[config.mk]
export PLATFORM = sky130hd
export DESIGN_NAME = word_byte_serializer
export DESIGN_NICKNAME = d
export VERILOG_FILES = /design/src/rtl/word_byte_pkg.sv /design/src/rtl/word_byte_serializer.sv
export SDC_FILE = /design/constraint.sdc
export NUM_CORES = 1
export LEC_CHECK = 0
export BUFFER_PORTS_ARGS = -buffer_cell sky130_fd_sc_hd__buf_2
export CAP_MARGIN = 20
export CORE_AREA = 2 2 61 63
export CTS_BUF_LIST = sky130_fd_sc_hd__clkbuf_8
export CTS_CLUSTER_DIAMETER = 100
export DETAILED_ROUTE_END_ITERATION = 8
export DIE_AREA = 0 0 63 65
export GPL_ROUTABILITY_DRIVEN = 0
export GPL_TIMING_DRIVEN = 0
export HOLD_SLACK_MARGIN = 0.08
export PLACE_DENSITY = 0.75
export SLEW_MARGIN = 40
export SYNTH_ARGS = -nofsm -noshare
export SYNTH_HDL_FRONTEND = slang
export SYNTH_SLANG_ARGS = --single-unit
[constraint.sdc]
create_clock -name Clock -period 2.7 [get_ports Clock]
set_input_delay 0.81 -clock Clock [delete_from_list [all_inputs] [get_ports Clock]]
set_output_delay 0.81 -clock Clock [all_outputs]
set_load 0.01 [all_outputs]
[src/rtl/word_byte_pkg.sv]
// Shared types and constants for the word-to-byte serializer.
package word_byte_pkg;

  typedef enum logic [0:0] {
    IDLE = 1'b0,
    SEND = 1'b1
  } state_e;

  // Byte order, sampled with Load
  localparam logic ORDER_MSB = 1'b0;
  localparam logic ORDER_LSB = 1'b1;

  // Len encodes byte count minus one
  localparam logic [1:0] LEN_1B = 2'd0;
  localparam logic [1:0] LEN_2B = 2'd1;
  localparam logic [1:0] LEN_3B = 2'd2;
  localparam logic [1:0] LEN_4B = 2'd3;

  // Pick byte idx of a 32-bit word (idx 0 = word[7:0])
  function automatic logic [7:0] byte_sel(input logic [31:0] word, input logic [1:0] idx);
    logic [7:0] b;
    unique case (idx)
      2'd0: b = word[7:0];
      2'd1: b = word[15:8];
      2'd2: b = word[23:16];
      2'd3: b = word[31:24];
    endcase
    return b;
  endfunction

endpackage

[src/rtl/word_byte_serializer.sv]
// Serializes a latched 32-bit word into 1..4 bytes on a valid/ready byte bus,
// MSB-first or LSB-first. All outputs decode from registers only.
module word_byte_serializer
  import word_byte_pkg::*;
(
  input  logic        Clock,
  input  logic        Reset_n,
  input  logic [31:0] I,
  input  logic        Load,
  input  logic        Order,
  input  logic [1:0]  Len,
  input  logic        Abort,
  output logic        InReady,
  output logic [7:0]  O,
  output logic        OValid,
  input  logic        OReady,
  output logic [1:0]  ByteIdx,
  output logic        Last
);

  state_e      state_q, state_d;
  logic [31:0] word_q;
  logic        order_q;
  logic [1:0]  len_q;
  logic [1:0]  idx_q;
  logic [1:0]  final_idx;
  logic        at_last;

  // MSB-first walks down to byte 0; LSB-first walks up to byte Len
  assign final_idx = (order_q == ORDER_MSB) ? 2'd0 : len_q;
  assign at_last   = (idx_q == final_idx);

  // State register
  always_ff @(posedge Clock or negedge Reset_n) begin
    if (!Reset_n) begin
      state_q <= IDLE;
    end else begin
      state_q <= state_d;
    end
  end

  // Next-state logic; Abort beats both Load and the output handshake
  always_comb begin
    state_d = state_q;
    unique case (state_q)
      IDLE: begin
        if (!Abort && Load) state_d = SEND;
      end
      SEND: begin
        if (Abort) begin
          state_d = IDLE;
        end else if (OReady && at_last) begin
          state_d = IDLE;
        end
      end
    endcase
  end

  // Word capture and byte index counter
  always_ff @(posedge Clock or negedge Reset_n) begin
    if (!Reset_n) begin
      word_q  <= 32'h0;
      order_q <= ORDER_MSB;
      len_q   <= LEN_1B;
      idx_q   <= 2'd0;
    end else if (Abort) begin
      word_q <= 32'h0;
      idx_q  <= 2'd0;
    end else if (state_q == IDLE) begin
      if (Load) begin
        word_q  <= I;
        order_q <= Order;
        len_q   <= Len;
        idx_q   <= (Order == ORDER_MSB) ? Len : 2'd0;
      end
    end else if (OReady) begin
      if (at_last) begin
        idx_q <= 2'd0;
      end else if (order_q == ORDER_MSB) begin
        idx_q <= idx_q - 2'd1;
      end else begin
        idx_q <= idx_q + 2'd1;
      end
    end
  end

  // Outputs decoded from state and datapath registers
  always_comb begin
    InReady = (state_q == IDLE);
    OValid  = (state_q == SEND);
    O       = (state_q == SEND) ? byte_sel(word_q, idx_q) : 8'h00;
    ByteIdx = idx_q;
    Last    = (state_q == SEND) && at_last;
  end

endmodule
# Word-level counts from Yosys, hierarchy flattened

Cells that the tools add are included.

Add/sub/neg operators: 2
Equal/unequal tests: 6
Mux-type cells: 17
Bitwise logic cells: 2
Reductions and logical operators: 10

Operators by type and width:

| operator              | number |
|---|---|
| $mux W32              | 3 |
| $pmux W8 S4           | 1 |
| $mux W2               | 8 |
| $mux W8               | 1 |
| $eq A2 B2 Y1 const B  | 2 |
| $reduce_and A2 Y1     | 2 |
| $logic_and A1 B1 Y1   | 3 |
| $mux W1               | 3 |
| $ne A3 B3 Y1 const B  | 1 |
| $reduce_and A3 Y1     | 1 |
| $reduce_bool A3 Y1    | 1 |
| $add A2 B1 Y2 const B | 1 |
| $eq A2 B1 Y1 const B  | 1 |
| $eq A2 B2 Y1          | 1 |
| $logic_not A2 Y1      | 1 |
| $ne A2 B2 Y1 const B  | 1 |
| $not A1 Y1            | 2 |
| $pmux W1 S2           | 1 |
| $reduce_bool A2 Y1    | 1 |
| $sub A2 B1 Y2 const B | 1 |
| $logic_not A1 Y1      | 1 |

Bits in registers: 38
Input port bits: 40

# Depth between registers and ports, before layout

Gate-level depths: netlist of the first run.

Depth in word-level cells: 6
Mapped depth: 7
Depth with buffers taken out: 6

# Worst setup path after synthesis of the first run

No wires, ideal clock.

Kind: reg-to-output
From: register idx_q[0] (netlist: ByteIdx[0])
To: output port O[5]
Arrival: 1482 ps
Data required time: 1890 ps
Slack: 408 ps
Cell stages (with the launch flop): 8
Path buffers: 1
Path through: dfrtp_1 inv_1 ha_1 clkbuf_1 a222oi_1 nor2_1 a21oi_1 nor2_1

Longest elaborated chain between the ends: 3
Elaborated cells between the ends (all ways): 6
Classes of those cells: eq/ne: 3; mux: 2; reduce/logical: 1

RTL lines:

| element                                    | line                       | text |
|---|---|---|
| start: declaration                         | word_byte_serializer.sv:25 | `logic [1:0] idx_q;` |
| start signal: assignment                   | word_byte_serializer.sv:74 | `idx_q <= (Order == ORDER_MSB) ? Len : 2'd0;` |
| start signal: assignment                   | word_byte_serializer.sv:80 | `idx_q <= idx_q - 2'd1;` |
| start signal: assignment                   | word_byte_serializer.sv:82 | `idx_q <= idx_q + 2'd1;` |
| $eq A2 B2 Y1, or another cell as far along | word_byte_pkg.sv:22        | `unique case (idx)` |
| $pmux W8 S4 (*)                            | word_byte_pkg.sv:22        |  |
| $mux W8 (*)                                | word_byte_serializer.sv:91 | `O = (state_q == SEND) ? byte_sel(word_q, idx_q) : 8'h00;` |
| end: declaration                           | word_byte_serializer.sv:14 | `output logic [7:0] O,` |

Every way passes the cells marked *; elsewhere a longest branch is shown, timed or not.

# Worst setup path after layout of the first run

From: register idx_q[1] (netlist: ByteIdx[1])
To: output port O[0]

The elaborated chain is that of the path after synthesis.

==> impl_metrics.csv, run 1 <==
group,metric,value,unit
floorplanning,initial_core_util,49.6,%
floorplanning,io_pins,53,
finish,num-nets-final,251,
global_route,antenna_found_initial,0,
sta,skew,0.00737,ns
power,powerDensity,682,mW/mm^2
finish,regArea,953,sq um
setup_path,endpoint_kind,"primary output",
setup_path,r2r-end,"ByteIdx[1]$_DFFE_PN0P_",
clocking,htreeDepth,2,
route,route.final.wire_length,4380,microns
power,p_leak,1.05,nW
synth,syn-instance-count,150,
min_path,worst_hold_path_type,"primary input to async pin",
setup_path,max_stage_delay,0.44,ns
power,peakVddDrop,0.359,mV
clocking,cts_buffers,5,
setup_path,arrival,1.83,ns
sta,setup_slack,0.0626,ns
sta,slew_violations,0,
synth,ys.warnings.count,0,
global_route,track_usage,23.7,%
placed_design,hpwl,3190,microns
finish,final_common_cell,"buf_2",
finish,drive_gt1_share,38.0,%
finish,multi_input_area,744,sq um
route,dr.pass1.iters,6,
clocking,postCtsHoldBufs,0,
global_route,grt_pass1_vias,1574,
finish,syn_to_final_growth,26.0,%
floorplanning,dieArea,0.00410,sq mm
run,maxCapViolCount,0,
finish,mostFrequentLayoutCells,"buf_2 (56), dfrtp_1 (36), a22o_1 (32)",
setup_path,setup.worst_path.class,"register to primary output",
setup_path,r2r-start,"ByteIdx[1]$_DFFE_PN0P_",
clocking,cts_tree,"yes",
route,antenna_left,0,
route,via_per_inst,5.80,
global_route,grt_overflow,0,
placed_design,io_buffers,52,
setup_path,reg2reg_slack,1.04,ns
synth,yosys_register_bits,38,
sta,setup_viol,0,
setup_path,cp_cell_sequence,"inv_1 -> ha_2 -> a222oi_1 -> nor2_1 -> a21oi_1 -> nor2_1 -> buf_2",
setup_path,cp_max_fo,8,
setup_path,path_common_cell,"nor2_1",
clocking,cts_root_buf,"clkbuf_8",
floorplanning,die_w,63,microns
sta,worst_pin_slew,0.472,ns
sta,finalCritPeriodShare,97.7,%
route,vias,1485,
setup_path,r2r_cells,5,
sta,grt_setup_unrepaired,"true",
finish,fillers,308,
clocking,clock_path_buffers,2,
sta,period_needed,2.64,ns
placed_design,pre_cts_slack,0.0407,ns
floorplanning,die_h,65,microns
sta,relSlewSlack,68.6,%
sta,final-hold-violation-count,0,
synth,ys_seq_area_share,54.8,%
setup_path,slowest_stage,"dfrtp_2",
sta,clock.fmax,379,MHz
synth,syn_avg_cell_area,11.6,sq um
finish,final_core_util,62.5,%
synth,ys_types,27,
route,drtIter0Drc,99,
setup_path,setup.worst_path.start_class,"register",
route,post_drt_wl_per_cell,17.1,microns
synth,netlist_area,0.00173,sq mm
floorplanning,coreArea,0.00350,sq mm
sta,timing.hold.ws,0.469,ns
setup_path,required,1.89,ns
synth,synth_nets,194,
global_route,grt_pass1_wl,7390,microns
status,status,"finished clean",
clocking,cts_sinks,38,
floorplanning,rows,22,
route,drcViolationCount,0,
finish,num_antenna_cells,0,
clocking,path_clk_slew,0.08,ns
clocking,clk_latency,0.30,ns
global_route,grt_start_max_net_pins,39,
[Yosys cell counts]
| master | count | area share, % |
|---|---|---|
| a21oi_1 | 9 | 2.6 |
| a31o_2 | 1 | 0.51 |
| nand2b_1 | 1 | 0.36 |
| buf_1 | 1 | 0.22 |
| a22oi_1 | 2 | 0.87 |
| a221oi_1 | 1 | 0.51 |
| ha_1 | 4 | 2.9 |
| nor2_1 | 20 | 4.3 |
| inv_1 | 2 | 0.43 |
| o21ai_0 | 1 | 0.29 |
| nand3_1 | 1 | 0.29 |
| nand2_1 | 1 | 0.22 |
| buf_2 | 5 | 1.4 |
| a222oi_1 | 8 | 4.6 |
| clkbuf_1 | 7 | 1.5 |
| nor2b_1 | 2 | 0.72 |
| o41ai_1 | 2 | 1.0 |
| clkinv_1 | 1 | 0.22 |
| and4bb_1 | 1 | 0.72 |
| and4_2 | 1 | 0.58 |
| dfrtp_1 | 38 | 55 |
| a22o_1 | 32 | 16 |
| xnor2_1 | 2 | 1.0 |
| or3_1 | 1 | 0.36 |
| a32oi_1 | 1 | 0.51 |
| mux2_2 | 3 | 1.9 |
| nand3b_1 | 2 | 0.87 |
[worst max-delay path: cells and delay by family (launching register included)]
family	cells	cell delay (ns)
flip-flops	1	0.44
adder cells (fa/ha/maj)	1	0.23
AO/OA/AOI/OAI	2	0.49
AND/OR/NAND/NOR	2	0.15
buffers and inverters	2	0.22
[sequential cells by signal, summed over array words and instances, names as in the netlist]
register  flops
ByteIdx       2
OValid        1
len_q         2
order_q       1
word_q       32
[report_power, final]
part | switching (mW) | total, mW | internal [mW]
combinational | 0.211 | 0.381 | 0.170
clock | 0.205 | 0.410 | 0.205
sequential | 0.0612 | 0.700 | 0.639
[per-stage QoR]
| stage | setup TNS [ns] | cell area (sq um) | power, mW | std cells |
|---|---|---|---|---|
| after floorplan | 0 | 1730 | 0.927 | 150 |
| after global placement | 0 | 2050 | 1.04 | 250 |
| after detailed placement | 0 | 2050 | 1.06 | 250 |
| after CTS | 0 | 2160 | 1.49 | 256 |
| after global routing | -0.216 | 2190 | 1.57 | 256 |
| final | 0 | 2190 | 1.49 | 256 |
[worst max-delay path by stage]
stage	from	to	slack [ns]	depth (start not counted)
after global routing	ByteIdx[1]$_DFFE_PN0P_	O[0]	-0.08	7
after floorplan	ByteIdx[0]$_DFFE_PN0P_	O[5]	0.41	7
after global placement	ByteIdx[0]$_DFFE_PN0P_	O[0]	0.07	8
after detailed placement	ByteIdx[0]$_DFFE_PN0P_	O[7]	0.04	8
final	ByteIdx[1]$_DFFE_PN0P_	O[0]	0.06	7
after CTS	ByteIdx[1]$_DFFE_PN0P_	O[0]	0.02	7
[cell type report]
class                   instances  area share, %
inverters                       3          0.515
plain buffers                   9           2.00
clock buffers                   6           3.78
multi-input cells              96           34.1
well taps                      48           2.75
flip-flops and latches         38           43.6
repair buffers                 54           12.7
clock inverters                 2          0.572
[kinds of logic after synthesis]
kind of cell,count (synthesis),synth area share [%]
AO/OA/AOI/OAI,57,27.1
flip-flops,38,54.8
AND/OR/NAND/NOR,30,8.44
buffers and inverters,16,3.82
adder cells (fa/ha/maj),4,2.89
multiplexers,3,1.95
XOR/XNOR,2,1.01
[per-layer routing]
layer	share of wire, %	track usage (%)	up-vias
met3	5.5	6.60	9
met1	43	28.6	739
met2	50	40.4	46
met5	0	0	-
li1	-	-	691
met4	1.7	8.89	0
[what timing repair did]
action | in CTS | in global routing
cloned | 0 | 0
setup endpoints to repair | 8 | 8
setup buffers | 2 | 0
pin swaps | 1 | 1
gates resized for setup | 6 | 4
Power figures use the tool's default switching activity.
==> run 2: changes to the inputs <==
--- a/config.mk
+++ b/config.mk
@@ -7,15 +7,15 @@
 export LEC_CHECK = 0
 export BUFFER_PORTS_ARGS = -buffer_cell sky130_fd_sc_hd__buf_2
 export CAP_MARGIN = 20
-export CORE_AREA = 2 2 61 63
+export CORE_AREA = 2 2 64 66
 export CTS_BUF_LIST = sky130_fd_sc_hd__clkbuf_8
 export CTS_CLUSTER_DIAMETER = 100
 export DETAILED_ROUTE_END_ITERATION = 8
-export DIE_AREA = 0 0 63 65
+export DIE_AREA = 0 0 66 68
 export GPL_ROUTABILITY_DRIVEN = 0
 export GPL_TIMING_DRIVEN = 0
 export HOLD_SLACK_MARGIN = 0.08
-export PLACE_DENSITY = 0.75
+export PLACE_DENSITY = 0.71
 export SLEW_MARGIN = 40
 export SYNTH_ARGS = -nofsm -noshare
 export SYNTH_HDL_FRONTEND = slang
==> constraint.sdc (replaced) <==
create_clock -name Clock -period 2.3 [get_ports Clock]
set_input_delay 0.69 -clock Clock [delete_from_list [all_inputs] [get_ports Clock]]
set_output_delay 0.69 -clock Clock [all_outputs]
set_load 0.1 [all_outputs]
==> impl_metrics.csv, run 2 (synthesis gave the netlist of run 1 again) <==
group,metric,value,unit
floorplanning,coreArea,0.00386,sq mm
sta,timing.hold.ws,0.346,ns
status,violations,"negative setup slack",
route,drcViolationCount,0,
finish,num-nets-final,258,
sta,grt_setup_unrepaired,"true",
route,post_drt_wl_per_cell,18.8,microns
route,via_per_inst,5.74,
finish,multi_input_area,872,sq um
finish,drive_gt1_share,50.7,%
clocking,cts_tree,"yes",
floorplanning,initial_core_util,45.0,%
finish,regArea,962,sq um
setup_path,reg2reg_slack,0.24,ns
global_route,antenna_found_initial,0,
placed_design,io_buffers,52,
clocking,clk_latency,0.30,ns
floorplanning,dieArea,0.00449,sq mm
setup_path,cp_max_fo,6,
route,vias,1522,
route,drt-met1-wl,1960,microns
setup_path,slowest_stage,"dfrtp_4",
route,route.final.wire_length,4980,microns
min_path,worst_hold_path_type,"primary input to async pin",
setup_path,cp_cell_sequence,"ha_4 -> buf_6 -> a222oi_1 -> nor2_1 -> a21oi_2 -> nor2_4 -> buf_12",
sta,finalCritPeriodShare,118,%
placed_design,pre_cts_slack,-0.386,ns
clocking,cts_root_buf,"clkbuf_8",
global_route,grt_overflow,0,
finish,layout.cells.non_filler,265,
route,wl_met3,266,microns
floorplanning,die_w,66,microns
power,powerDensity,860,mW/mm^2
power,power.internal,1.32,mW
clocking,htreeDepth,2,
finish,num_antenna_cells,0,
sta,slew_violations,0,
floorplanning,rows,23,
setup_path,setup.worst_path.start_class,"register",
global_route,grt_pass1_wl,7780,microns
finish,largest_reg_flops,32,
route,highest_layer,"met4",
global_route,grt_pass1_vias,1561,
route,drtIter0Drc,81,
floorplanning,io_pins,53,
sta,relSlewSlack,61.4,%
setup_path,setup.worst_path.class,"register to primary output",
power,power.net_switching,0.868,mW
power,peakVddDrop,0.646,mV
status,status,"finished with violations",
finish,regMostFlops,"word_q",
placed_design,placed_cells,252,
placed_design,dpl_cell_area,0.00222,sq mm
finish,mostFrequentLayoutCells,"buf_2 (46), dfrtp_1 (35), a22o_1 (32)",
finish,syn_to_final_growth,46.4,%
clocking,cts_buffers,5,
sta,worst_pin_slew,0.579,ns
setup_path,critPathTopFamily,"compound AO/OA/AOI/OAI gates",
route,dr.pass1.iters,4,
setup_path,max_stage_delay,0.52,ns
setup_path,path_buf_inv,2,
clocking,cts_sinks,38,
global_route,track_usage,24.3,%
sta,setup_viol,9,
power,switching_share,39.8,%
finish,final_common_cell,"buf_2",
sta,period_needed,2.71,ns
sta,setup_slack,-0.411,ns
clocking,clock_path_buffers,2,
setup_path,required,1.61,ns
route,antenna_left,0,
power,combPwrFrac,39.2,%
route,route.met2.wl,2650,microns
clocking,path_clk_slew,0.08,ns
run,maxCapViolCount,0,
setup_path,arrival,2.02,ns
power,p_leak,1.14,nW
global_route,grt_start_max_net_pins,39,
sta,final-hold-violation-count,0,
power,p_seq_share,38.3,%
finish,stdcell_area,0.00254,sq mm
sta,skew,0.00481,ns
placed_design,hpwl,3350,microns
power,pwr-share-clk,22.5,%
floorplanning,die_h,68,microns
clocking,postCtsHoldBufs,0,
finish,fillers,320,
setup_path,endpoint_kind,"primary output",
sta,clock.fmax,369,MHz
## run 2: changes by cell type in the layout (fill, tap and decap cells not counted), sizes merged
cell    delta
clkbuf     +1
buf        +6
## run 2: power by group through the flow
| stage | Clock (mW) | Sequential (mW) | Combinational [mW] |
|---|---|---|---|
| floorplan | 0 | 0.902 | 0.514 |
| global placement | 0 | 0.839 | 0.716 |
| detailed placement | 0 | 0.846 | 0.736 |
| CTS | 0.494 | 0.833 | 0.831 |
| global route | 0.534 | 0.847 | 0.906 |
| finish | 0.492 | 0.836 | 0.855 |
## run 2: metal layers
layer / up-vias / track usage [%]
li1: 708 / -
met1: 758 / 28.4
met2: 45 / 43.1
met3: 11 / 6.58
met4: 0 / 9.18
met5: - / 0
## run 2: cell type report
cell class | count | share of cell area (%)
multi-input combinational | 96 | 34.4
tap | 50 | 2.46
clock buffer | 6 | 3.25
inverter | 3 | 0.739
timing repair buffer | 60 | 17.9
clock inverter | 2 | 0.493
sequential | 38 | 37.9
buffer | 10 | 2.86
## run 2: path summary, 6_finish.rpt
check,start,cells past startpoint,end
max,ByteIdx[0]$_DFFE_PN0P_,7,O[3]
min,Reset_n,1,word_q[17]$_DFFE_PN0P_
max reg2reg,ByteIdx[0]$_DFFE_PN0P_,8,ByteIdx[0]$_DFFE_PN0P_
min reg2reg,word_q[13]$_DFFE_PN0P_,1,word_q[13]$_DFFE_PN0P_
max in group asynchronous,Reset_n,1,OValid$_DFF_PN0_
min in group Clock,word_q[13]$_DFFE_PN0P_,1,word_q[13]$_DFFE_PN0P_
## run 2: stage by stage
stage	power [mW]	setup TNS, ns	utilization, %
4_1_cts	2.16	-2.90	64.8
5_1_grt	2.29	-3.68	65.8
3_3_place_gp	1.56	-2.34	57.6
6_report	2.18	-2.94	65.8
3_5_place_dp	1.58	-2.37	57.6
2_1_floorplan	1.42	-1.42	-
## run 2: timing repair
item                                    4_1_cts  5_1_grt
cloned                                        0        0
endpoints found under the setup margin       10       10
pin swaps                                    22       16
resized for setup                            43        3
setup buffers                                 5        3
==> run 3: changes to the inputs <==
--- a/config.mk
+++ b/config.mk
@@ -16,6 +16,7 @@
 export GPL_TIMING_DRIVEN = 0
 export HOLD_SLACK_MARGIN = 0.08
 export PLACE_DENSITY = 0.71
+export SETUP_SLACK_MARGIN = 0.2
 export SLEW_MARGIN = 40
 export SYNTH_ARGS = -nofsm -noshare
 export SYNTH_HDL_FRONTEND = slang
==> impl_metrics.csv, run 3 (synthesis gave the netlist of run 1 again) <==
group,metric,value,unit
setup_path,slowest_stage,"a222oi_1",
route,vias,1529,
floorplanning,coreArea,0.00386,sq mm
route,via_per_inst,5.73,
setup_path,path_buf_inv,2,
sta,clock.fmax,359,MHz
route,drt-met1-wl,1940,microns
route,wl_met3,200,microns
sta,timing.hold.ws,0.339,ns
setup_path,setup.worst_path.start_class,"register",
setup_path,required,1.61,ns
min_path,worst_hold_path_type,"primary input to async pin",
finish,regMostFlops,"word_q",
finish,num_antenna_cells,0,
finish,drive_gt1_share,51.6,%
sta,setup_viol,9,
clocking,path_clk_slew,0.07,ns
sta,skew,0.0102,ns
clocking,htreeDepth,2,
route,post_drt_wl_per_cell,18.2,microns
setup_path,arrival,2.09,ns
power,peakVddDrop,0.583,mV
setup_path,setup.worst_path.class,"register to primary output",
sta,worst_pin_slew,0.567,ns
global_route,grt_pass1_wl,7780,microns
setup_path,reg2reg_slack,0.57,ns
route,drtIter0Drc,88,
power,powerDensity,845,mW/mm^2
setup_path,critPathTopFamily,"compound AO/OA/AOI/OAI gates",
clocking,cts_tree,"yes",
sta,setup_tns,-3.67,ns
setup_path,critical_path.startpoint,"ByteIdx[0]$_DFFE_PN0P_",
floorplanning,initial_core_util,45.0,%
setup_path,r2r-start,"ByteIdx[1]$_DFFE_PN0P_",
route,route.final.wire_length,4850,microns
status,status,"finished with violations",
route,highest_layer,"met4",
finish,num-nets-final,260,
finish,final_core_util,67.1,%
floorplanning,die_h,68,microns
sta,grt_setup_unrepaired,"true",
global_route,grt_overflow,0,
setup_path,cp_cell_sequence,"ha_4 -> buf_8 -> a222oi_1 -> nor2_4 -> a21oi_2 -> nor2_4 -> buf_12",
route,antenna_left,0,
status,violations,"negative setup slack",
setup_path,cp_max_fo,7,
setup_path,r2r-end,"OValid$_DFF_PN0_",
global_route,grt_start_max_net_pins,39,
clocking,clk_latency,0.30,ns
sta,finalCritPeriodShare,121,%
setup_path,path_common_cell,"nor2_4",
sta,period_needed,2.78,ns
power,p_leak,1.16,nW
finish,mostFrequentLayoutCells,"buf_2 (46), dfrtp_1 (35), a22o_1 (32)",
route,drcViolationCount,0,
finish,final_common_cell,"buf_2",
sta,final-hold-violation-count,0,
sta,relSlewSlack,62.2,%
placed_design,hpwl,3290,microns
setup_path,max_stage_delay,0.54,ns
sta,slew_violations,0,
global_route,grt_pass1_vias,1610,
clocking,cts_root_buf,"clkbuf_8",
floorplanning,die_w,66,microns
clocking,clock_path_buffers,2,
run,maxCapViolCount,0,
route,route.met2.wl,2610,microns
route,dr.pass1.iters,4,
floorplanning,dieArea,0.00449,sq mm
setup_path,endpoint_kind,"primary output",
floorplanning,rows,23,
finish,syn_to_final_growth,49.1,%
clocking,postCtsHoldBufs,0,
global_route,track_usage,23.9,%
floorplanning,io_pins,53,
placed_design,io_buffers,52,
clocking,cts_sinks,38,
placed_design,pre_cts_slack,-0.375,ns
sta,setup_slack,-0.483,ns
setup_path,r2r_cells,6,
finish,largest_reg_flops,32,
global_route,antenna_found_initial,0,
clocking,cts_buffers,5,
-- run 3: repair_timing --
item,CTS,global route
resized for setup,46,7
setup buffers,7,0
endpoints found under the setup margin,10,10
pin swaps,16,15
-- run 3: how the worst max path moves through the flow --
stage               cells past startpoint   end
global placement                        7  O[6]
detailed placement                      7  O[5]
global route                            7  O[1]
CTS                                     7  O[5]
floorplan                               7  O[6]
finish                                  7  O[5]
-- run 3: layer usage --
layer | vias to the layer above | GRT usage (%)
met2 | 41 | 43.6
li1 | 711 | -
met3 | 8 | 5.59
met4 | 0 | 9.18
met1 | 769 | 27.4
met5 | - | 0
-- run 3: layout make-up --
| class | instances | area [sq um] |
|---|---|---|
| multi-input combinational | 96 | 877 |
| clock inverter | 2 | 12.5 |
| timing repair buffer | 59 | 454 |
| sequential | 38 | 962 |
| tap | 50 | 62.6 |
| fill | 321 | 1270 |
| inverter | 3 | 18.8 |
| buffer | 13 | 116 |
| clock buffer | 6 | 82.6 |
-- run 3: report_power, final --
part | leakage, nW | switching (mW) | internal, mW
logic | 0.609 | 0.537 | 0.320
registers | 0.500 | 0.0832 | 0.756
clock network | 0.0472 | 0.247 | 0.241
-- run 3: metrics by stage --
stage	total power, mW	std cells	instance area [sq um]
finish	2.18	267	2590
global route	2.28	267	2590
CTS	2.18	267	2570
detailed placement	1.60	252	2240
global placement	1.57	252	2240
floorplan	1.43	150	1920
